`src/rtl/instruction_encode_loader.sv`:
```
// instruction_encode_loader
// Packs decoded instruction fields into the 32-bit decode-stage format and
// writes each word into instruction memory at an auto-incrementing address.
// Branches take an absolute byte target and are stored as a PC-relative word
// offset. A misaligned or out-of-range branch stops the session in ERR.
//
// Ports:
//   clk, rstN              clock (rising edge), async active-low reset
//   start, startAddr       begin a load session at the given word address
//   inValid / inReady      instruction field handshake
//   last                   marks the final instruction of the session
//   isBranch, opcode, iOrReg, rd, rs1, rs2, modifier, imm, branchTarget
//                          decoded instruction fields
//   memWe, memAddr, memData  instruction memory write port
//   count                  words written this session
//   busy, loaded, error    session status (LOAD/WRITE, DONE, ERR)
module instruction_encode_loader #(
    parameter int unsigned ADDR_W = 8
) (
    input  logic              clk,
    input  logic              rstN,
    input  logic              start,
    input  logic [ADDR_W-1:0] startAddr,
    input  logic              inValid,
    output logic              inReady,
    input  logic              last,
    input  logic              isBranch,
    input  logic [4:0]        opcode,
    input  logic              iOrReg,
    input  logic [3:0]        rd,
    input  logic [3:0]        rs1,
    input  logic [3:0]        rs2,
    input  logic [1:0]        modifier,
    input  logic [15:0]       imm,
    input  logic [31:0]       branchTarget,
    output logic              memWe,
    output logic [ADDR_W-1:0] memAddr,
    output logic [31:0]       memData,
    output logic [ADDR_W:0]   count,
    output logic              busy,
    output logic              loaded,
    output logic              error
);

    localparam int unsigned CNT_W = ADDR_W + 1;
    localparam logic [ADDR_W-1:0] PTR_MAX = '1;

    typedef enum logic [2:0] {
        IDLE  = 3'd0,
        LOAD  = 3'd1,
        WRITE = 3'd2,
        DONE  = 3'd3,
        ERR   = 3'd4
    } state_t;

    state_t            state_q;
    state_t            state_d;
    logic [ADDR_W-1:0] ptr_q;
    logic              last_q;

    logic [31:0]       pc_c;
    logic [31:0]       diff_c;
    logic              br_err_c;
    logic [31:0]       word_c;

    // Encoder: byte PC of the slot being filled, branch offset and range check.
    always_comb begin
        pc_c                 = '0;
        pc_c[ADDR_W+1:0]     = {ptr_q, 2'b00};
        diff_c               = branchTarget - pc_c;
        // Offset must be word aligned and fit a signed 27-bit word count.
        br_err_c = (diff_c[1:0] != 2'b00) ||
                   !((diff_c[31:28] == 4'h0) || (diff_c[31:28] == 4'hF));
        if (isBranch) begin
            word_c = {opcode, diff_c[28:2]};
        end else if (iOrReg) begin
            word_c = {opcode, 1'b1, rd, rs1, modifier, imm};
        end else begin
            word_c = {opcode, 1'b0, rd, rs1, rs2, 14'h0000};
        end
    end

    // Next-state logic.
    always_comb begin
        state_d = state_q;
        case (state_q)
            IDLE, DONE, ERR: begin
                if (start) state_d = LOAD;
            end
            LOAD: begin
                if (inValid) state_d = (isBranch && br_err_c) ? ERR : WRITE;
            end
            WRITE: begin
                // The top word ends the session; the pointer never wraps.
                state_d = (last_q || (ptr_q == PTR_MAX)) ? DONE : LOAD;
            end
            default: state_d = IDLE;
        endcase
    end

    // State register.
    always_ff @(posedge clk or negedge rstN) begin
        if (!rstN) begin
            state_q <= IDLE;
        end else begin
            state_q <= state_d;
        end
    end

    // Registered status outputs track the state being entered.
    always_ff @(posedge clk or negedge rstN) begin
        if (!rstN) begin
            inReady <= 1'b0;
            memWe   <= 1'b0;
            busy    <= 1'b0;
            loaded  <= 1'b0;
            error   <= 1'b0;
        end else begin
            inReady <= (state_d == LOAD);
            memWe   <= (state_d == WRITE);
            busy    <= (state_d == LOAD) || (state_d == WRITE);
            loaded  <= (state_d == DONE);
            error   <= (state_d == ERR);
        end
    end

    // Write pointer, word count and the captured memory write payload.
    always_ff @(posedge clk or negedge rstN) begin
        if (!rstN) begin
            ptr_q   <= '0;
            count   <= '0;
            last_q  <= 1'b0;
            memAddr <= '0;
            memData <= '0;
        end else begin
            case (state_q)
                IDLE, DONE, ERR: begin
                    if (start) begin
                        ptr_q <= startAddr;
                        count <= '0;
                    end
                end
                LOAD: begin
                    if (state_d == WRITE) begin
                        memAddr <= ptr_q;
                        memData <= word_c;
                        last_q  <= last;
                    end
                end
                WRITE: begin
                    ptr_q <= ptr_q + ADDR_W'(1);
                    count <= count + CNT_W'(1);
                end
                default: ;
            endcase
        end
    end

endmodule

```
`config.mk`:
```
export PLATFORM = sky130hd
export DESIGN_NAME = instruction_encode_loader
export DESIGN_NICKNAME = d
export VERILOG_FILES = /design/src/rtl/instruction_encode_loader.sv
export SDC_FILE = /design/constraint.sdc
export NUM_CORES = 1
export LEC_CHECK = 0
export CAP_MARGIN = 20
export CORE_UTILIZATION = 28
export DETAILED_ROUTE_END_ITERATION = 10
export MAX_ROUTING_LAYER = met4
export PLACE_DENSITY = 0.63
export SYNTH_ARGS = -nofsm -noshare
export SYNTH_HDL_FRONTEND = slang
export SYNTH_SLANG_ARGS = --single-unit
```
`constraint.sdc`:
```
create_clock -name clk -period 6.1 [get_ports clk]
set_clock_uncertainty 0.2 [all_clocks]
set_input_delay 1.22 -clock clk [delete_from_list [all_inputs] [get_ports clk]]
set_output_delay 1.22 -clock clk [all_outputs]
set_load 0.05 [all_outputs]
```
# ---- Yosys cells after proc, flatten, opt, wreduce, memory -nomap -nowiden
# Cells that the tools add are included.
dict set report word_totals {
  word_cells 49
  input_bits 82
  register_bits 66
}
dict set report classes {
  add_sub_neg 3
  reduce_logical 13
  muxes 11
  n_eq_ne 11
}
# op n
set ops {}
lappend ops {{2-to-1 mux 27 bit} 2}
lappend ops {{subtractor 32 x 10 -> 32 bit} 1}
lappend ops {{one-hot mux 9 bit (2 select lines)} 1}
lappend ops {{one-hot mux 8 bit (2 select lines)} 1}
lappend ops {{equality test 3 x 2 -> 1 bit (second input constant)} 4}
lappend ops {{adder 9 x 1 -> 9 bit (second input constant)} 1}
lappend ops {{2-to-1 mux 3 bit} 3}
lappend ops {{2-to-1 mux 9 bit} 1}
lappend ops {{one-hot mux 3 bit (3 select lines)} 1}
lappend ops {{adder 8 x 1 -> 8 bit (second input constant)} 1}
lappend ops {{equality test 8 bit (second input constant)} 1}
lappend ops {{2-to-1 mux 8 bit} 1}
lappend ops {{equality test 3 x 1 -> 1 bit (second input constant)} 2}
lappend ops {{equality test 3 bit (second input constant)} 2}
lappend ops {{equality test 4 bit (second input constant)} 1}
lappend ops {{zero test 4 bit} 1}
lappend ops {{logical OR 1 bit} 4}
lappend ops {{AND reduction 2 bit} 2}
lappend ops {{nonzero test 2 bit} 2}
lappend ops {{zero test 3 bit} 1}
lappend ops {{OR reduction 3 bit} 1}
lappend ops {{2-to-1 mux 2 bit} 1}
lappend ops {{!= test 2 bit (second input constant)} 1}
lappend ops {{logical AND 1 bit} 1}
lappend ops {{zero test 1 bit} 1}

# ---- Longest topological paths before layout
dict set report logic_depth {
  word_depth 11
  ltp_mapped 14
}

# ---- Worst setup path after synthesis
# OpenSTA, ideal clock, no wires.
dict set report synth_timing {
  kind {input to register}
  start {input port branchTarget[18]}
  end {register memAddr[0]}
  t_arrival_ps 3837
  required_ps 5775
  setup_slack_ps 1938
  path_stages 10
  cell_sequence {or4_1 or3_4 nor4b_4 nand3_2 xnor2_2 and4_1 o21a_2 o21ai_4 buf_12 mux2_4}
}
dict set report synth_between {
  elab_chain_cells 11
  word_cells_on_any_way 12
  cone_classes {1 x add/sub; 2 x eq/ne; 3 x mux; 6 x reduce/logical}
}
# element line
set synth_rtl {}
lappend synth_rtl {{start, declared} 35} ;# input logic [31:0] branchTarget,
lappend synth_rtl {{subtractor 32 x 10 -> 32 bit *} 70} ;# diff_c = branchTarget - pc_c;
lappend synth_rtl {{equality test 4 bit / zero test 4 bit (equally long branches)} 73} ;# !((diff_c[31:28] == 4'h0) || (diff_c[31:28] == 4'hF));
lappend synth_rtl {{logical OR 1 bit *} 73}
lappend synth_rtl {{zero test 1 bit *} 73}
lappend synth_rtl {{logical OR 1 bit *} 72} ;# br_err_c = (diff_c[1:0] != 2'b00) ||
lappend synth_rtl {{logical AND 1 bit *} 91} ;# if (inValid) state_d = (isBranch && br_err_c) ? ERR : WRITE;
lappend synth_rtl {{2-to-1 mux 3 bit * (2 in series)} 91}
lappend synth_rtl {{one-hot mux 3 bit (3 select lines) *} 86} ;# case (state_q)
lappend synth_rtl {{equality test 3 x 2 -> 1 bit *} 144} ;# if (state_d == WRITE) begin
lappend synth_rtl {{AND reduction 2 bit (no source line) *} n/a}
lappend synth_rtl {{end signal, assigned} 145} ;# memAddr <= ptr_q;
lappend synth_rtl {{end, declared} 37} ;# output logic [ADDR_W-1:0] memAddr,
# Mark *: on every way between the ends. The rest lies on a longest branch, timed or not.
# A chain may end at the register's enable or synchronous reset.

# ---- Worst setup path in the final report
dict set report layout_timing {
  start {input port branchTarget[2]}
  end {register memData[1]}
}
dict set report layout_between {
  elab_chain_cells 11
  word_cells_on_any_way 13
  cone_classes {1 x add/sub; 2 x eq/ne; 4 x mux; 6 x reduce/logical}
}
# element line
set layout_rtl {}
lappend layout_rtl {{subtractor 32 x 10 -> 32 bit *} 70}
lappend layout_rtl {{equality test 4 bit / zero test 4 bit (equally long branches)} 73}
lappend layout_rtl {{logical OR 1 bit} 73}
lappend layout_rtl {{zero test 1 bit} 73}
lappend layout_rtl {{logical OR 1 bit} 72}
lappend layout_rtl {{logical AND 1 bit} 91}
lappend layout_rtl {{2-to-1 mux 3 bit (2 in series)} 91}
lappend layout_rtl {{one-hot mux 3 bit (3 select lines)} 86}
lappend layout_rtl {{equality test 3 x 2 -> 1 bit} 144}
lappend layout_rtl {{AND reduction 2 bit (no source line)} n/a}
lappend layout_rtl {{end signal, assigned} 146} ;# memData <= word_c;
lappend layout_rtl {{end, declared} 38} ;# output logic [31:0] memData,
# Marks and branches as above.

==> metrics.txt <==
Synthesized Nets=490; vias in the first global route=3531; Inst Count DP=704; Netlist cell types=56; worst r2r src=ptr_q[5]; Mapped Avg Cell Area=10.2 um2; Finished Cell Area=5910 um2; Post-synth EDFFs=0; CTS resizes=0; Worst R2R Path Depth=12; synthesized cell area=4040 um2; sequential area share after synthesis=40.9%; fill cell total of the finished layout=1397; Flop pwr share=25.9%; period utilisation layout=78.5%; sw frac=44.1%; achievable clock frequency=0.209 GHz; arrival time worst endpoint=4.80 ns; Detailed Routing Iterations Pass 1=4; Hold Path Origin=memData[26]; via/cell ratio=4.88; Max-slew headroom=30.2%; Hold Path Class=reg -> reg; Die Wd=122 um; Comb pwr share=54.2%; Port Buffers=135; full die area=14900 um2; unrepaired setup endpoints after global routing=no; Clock power frac=19.9%; hold endpoint=memData[26]; largest net degree at the start of global routing=67; commonest non-fill, non-tap cell in the layout=clkdlybuf4s50_1; H-tree levels=3; Cell Chain, Critical Path=clkdlybuf4s50_1 > inv_1 > ha_1 > inv_1 > fa_1 > nand3_1 > a21o_1 > nand3_1 > nor3_1 > xor2_1 > and4_1 > o21a_2 > o21ai_4 > buf_12 > mux2_2; first-pass GRT wire length=19100 um; global route overflow=0; Tot GR Track Use=17.5%; Num CTS Buffers=9; Yosys warnings=0; Max stage delay on crit path=0.41 ns; hold depth=1; initial antenna violation count=1; I/O pin cnt=136; share of layout cells above drive strength 1=12.8%; Post-CTS Hold Fix Bufs=0; Max Cap Viol=0; Reg clk slew, reported paths=0.06 ns; Power Density=505 nW/um2; Syn-to-layout area delta=46.3%; Std-Cell Rows=43; Net Switching=1.31 mW; commonest cells after routing, fill and taps aside=clkdlybuf4s50_1 (134), dfrtp_1 (66), nand2_1 (44), o21ai_0 (32), mux2_4 (26); Detail Route Antenna Nets=0; Nets=628; R2R Path End=memData[1]; outcome=finished, final reports clean; max-slew violation count=0; placed wire-length estimate=9590 um; wire per inst=17.0 um; fraction of registers with async set/reset=100%; Worst-Margin Slew=1.04 ns; Layout Cells excl Fill=720; die height=122 um; # setup viols final=0; Seq cells post-synth=66; CP startpoint kind=input pin; total number of vias=3510; Sink Count=66; Max stage delay cell, worst path=clkdlybuf4s50_1; area post-placement=5560 um2; Setup CP Type=in -> reg; Tot Pwr=2.98 mW; TritonCTS clock tree=yes; Max FO, Critical Path=32; Clock Tree Buf Depth=2; postcts setup bufs=0; Crit. End Element=flip-flop; min cycle time layout=4.79 ns; Most used DFF post-synth=dfrtp_1; P_int=1.67 mW; aggregate routed wire length=12300 um; DRC=0; Worst-Skew Late Latency=0.32 ns; Initial DRC Count=187; Post-Synthesis Cells=397; static leakage=2.49 nW; Setup crit start=branchTarget[2]; Worst EP required=6.11 ns; TNS Setup=0 ns; Worst IR Drop VDD=0.180 mV; Initial Util=28.9%; Core ar.=14000 um2; Final GP Congestion=0.846; R2R setup slack=2.13 ns; root buf cell=clkbuf_16; final-report hold violation count=0
## worst max path at each step
stage          cells past startpoint          end  slack [ns]
2_1_floorplan                     10   memAddr[0]        1.94
3_3_place_gp                      15  memData[31]        1.05
3_5_place_dp                      15   memData[1]        0.94
4_1_cts                           15   memData[1]        1.28
5_1_grt                           15   memData[1]        1.01
6_report                          15   memData[1]        1.31
## layer usage
layer  global-route usage [%]  wire length, um
met5                        -                0
met1                     22.7             5740
met2                     27.6             5890
met3                     2.67              458
met4                     6.10              186
## state kept, by name (all words and copies together), names as in the netlist, 3 cells and up
register,flops
count,9
state_q,3
memData,32
ptr_q,8
memAddr,8
## area by class of cell
| class | instances | area, um2 | share of cell area [%] |
|---|---|---|---|
| antenna | 1 | 2.50 | 0.0424 |
| clock buffer | 9 | 225 | 3.81 |
| inverter | 14 | 52.6 | 0.890 |
| clock inverter | 6 | 115 | 1.95 |
| timing repair buffer | 140 | 1400 | 23.6 |
| sequential | 66 | 1650 | 28.0 |
| tap | 180 | 225 | 3.81 |
| multi-input combinational | 304 | 2240 | 37.9 |
## Yosys cell counts (6+ instances only)
master    number  area, um2
mux2_4        26        390
mux2i_1        8       80.1
xnor2_1       12        105
nor3_1         7       35.0
o22ai_1        6       37.5
and3_1         6       37.5
dfrtp_1       66       1650
xor2_1        14        123
clkbuf_1       9       33.8
nand2_1       44        165
nor2_1        21       78.8
mux2_2         9        101
o21ai_0       32        160
a31oi_1        7       43.8
nand4_1        6       37.5
a21o_1         6       45.0
ha_1          10        125
inv_1         14       52.6
nand3_1       12       60.1
a21oi_1       13       65.1
## worst max-delay path: cells and delay by family
family / cells / cell delay [ns]
compound gates: 3 / 0.80
fa+ha+maj: 2 / 0.59
xor+xnor: 1 / 0.12
buf+inv: 4 / 0.82
simple gates: 4 / 0.87
mux: 1 / 0.36
## stage by stage
stage	worst slack (ns)	hold WS [ns]	utilization (%)
after floorplan	1.94	0.280	-
after global placement	1.05	0.281	39.8
after detailed placement	0.941	0.291	39.8
after CTS	1.28	0.306	42.2
after global routing	1.01	0.316	42.2
final	1.31	0.302	42.2
## logic make-up after synthesis
kind of cell | synth area share [%]
mux | 14.2
buf+inv | 3.63
xor+xnor | 6.04
simple gates | 17.3
compound gates | 14.4
fa+ha+maj | 3.60
flops | 40.9
## power by group through the flow
stage / Sequential (mW) / Combinational, mW / Clock, mW
after floorplan: 1.24 / 0.608 / 0
after global placement: 0.774 / 1.60 / 0
after detailed placement: 0.778 / 1.62 / 0
after CTS: 0.773 / 1.63 / 0.607
after global routing: 0.797 / 1.72 / 0.629
final: 0.773 / 1.62 / 0.595
Note: power is estimated with default switching activity, not from simulation.
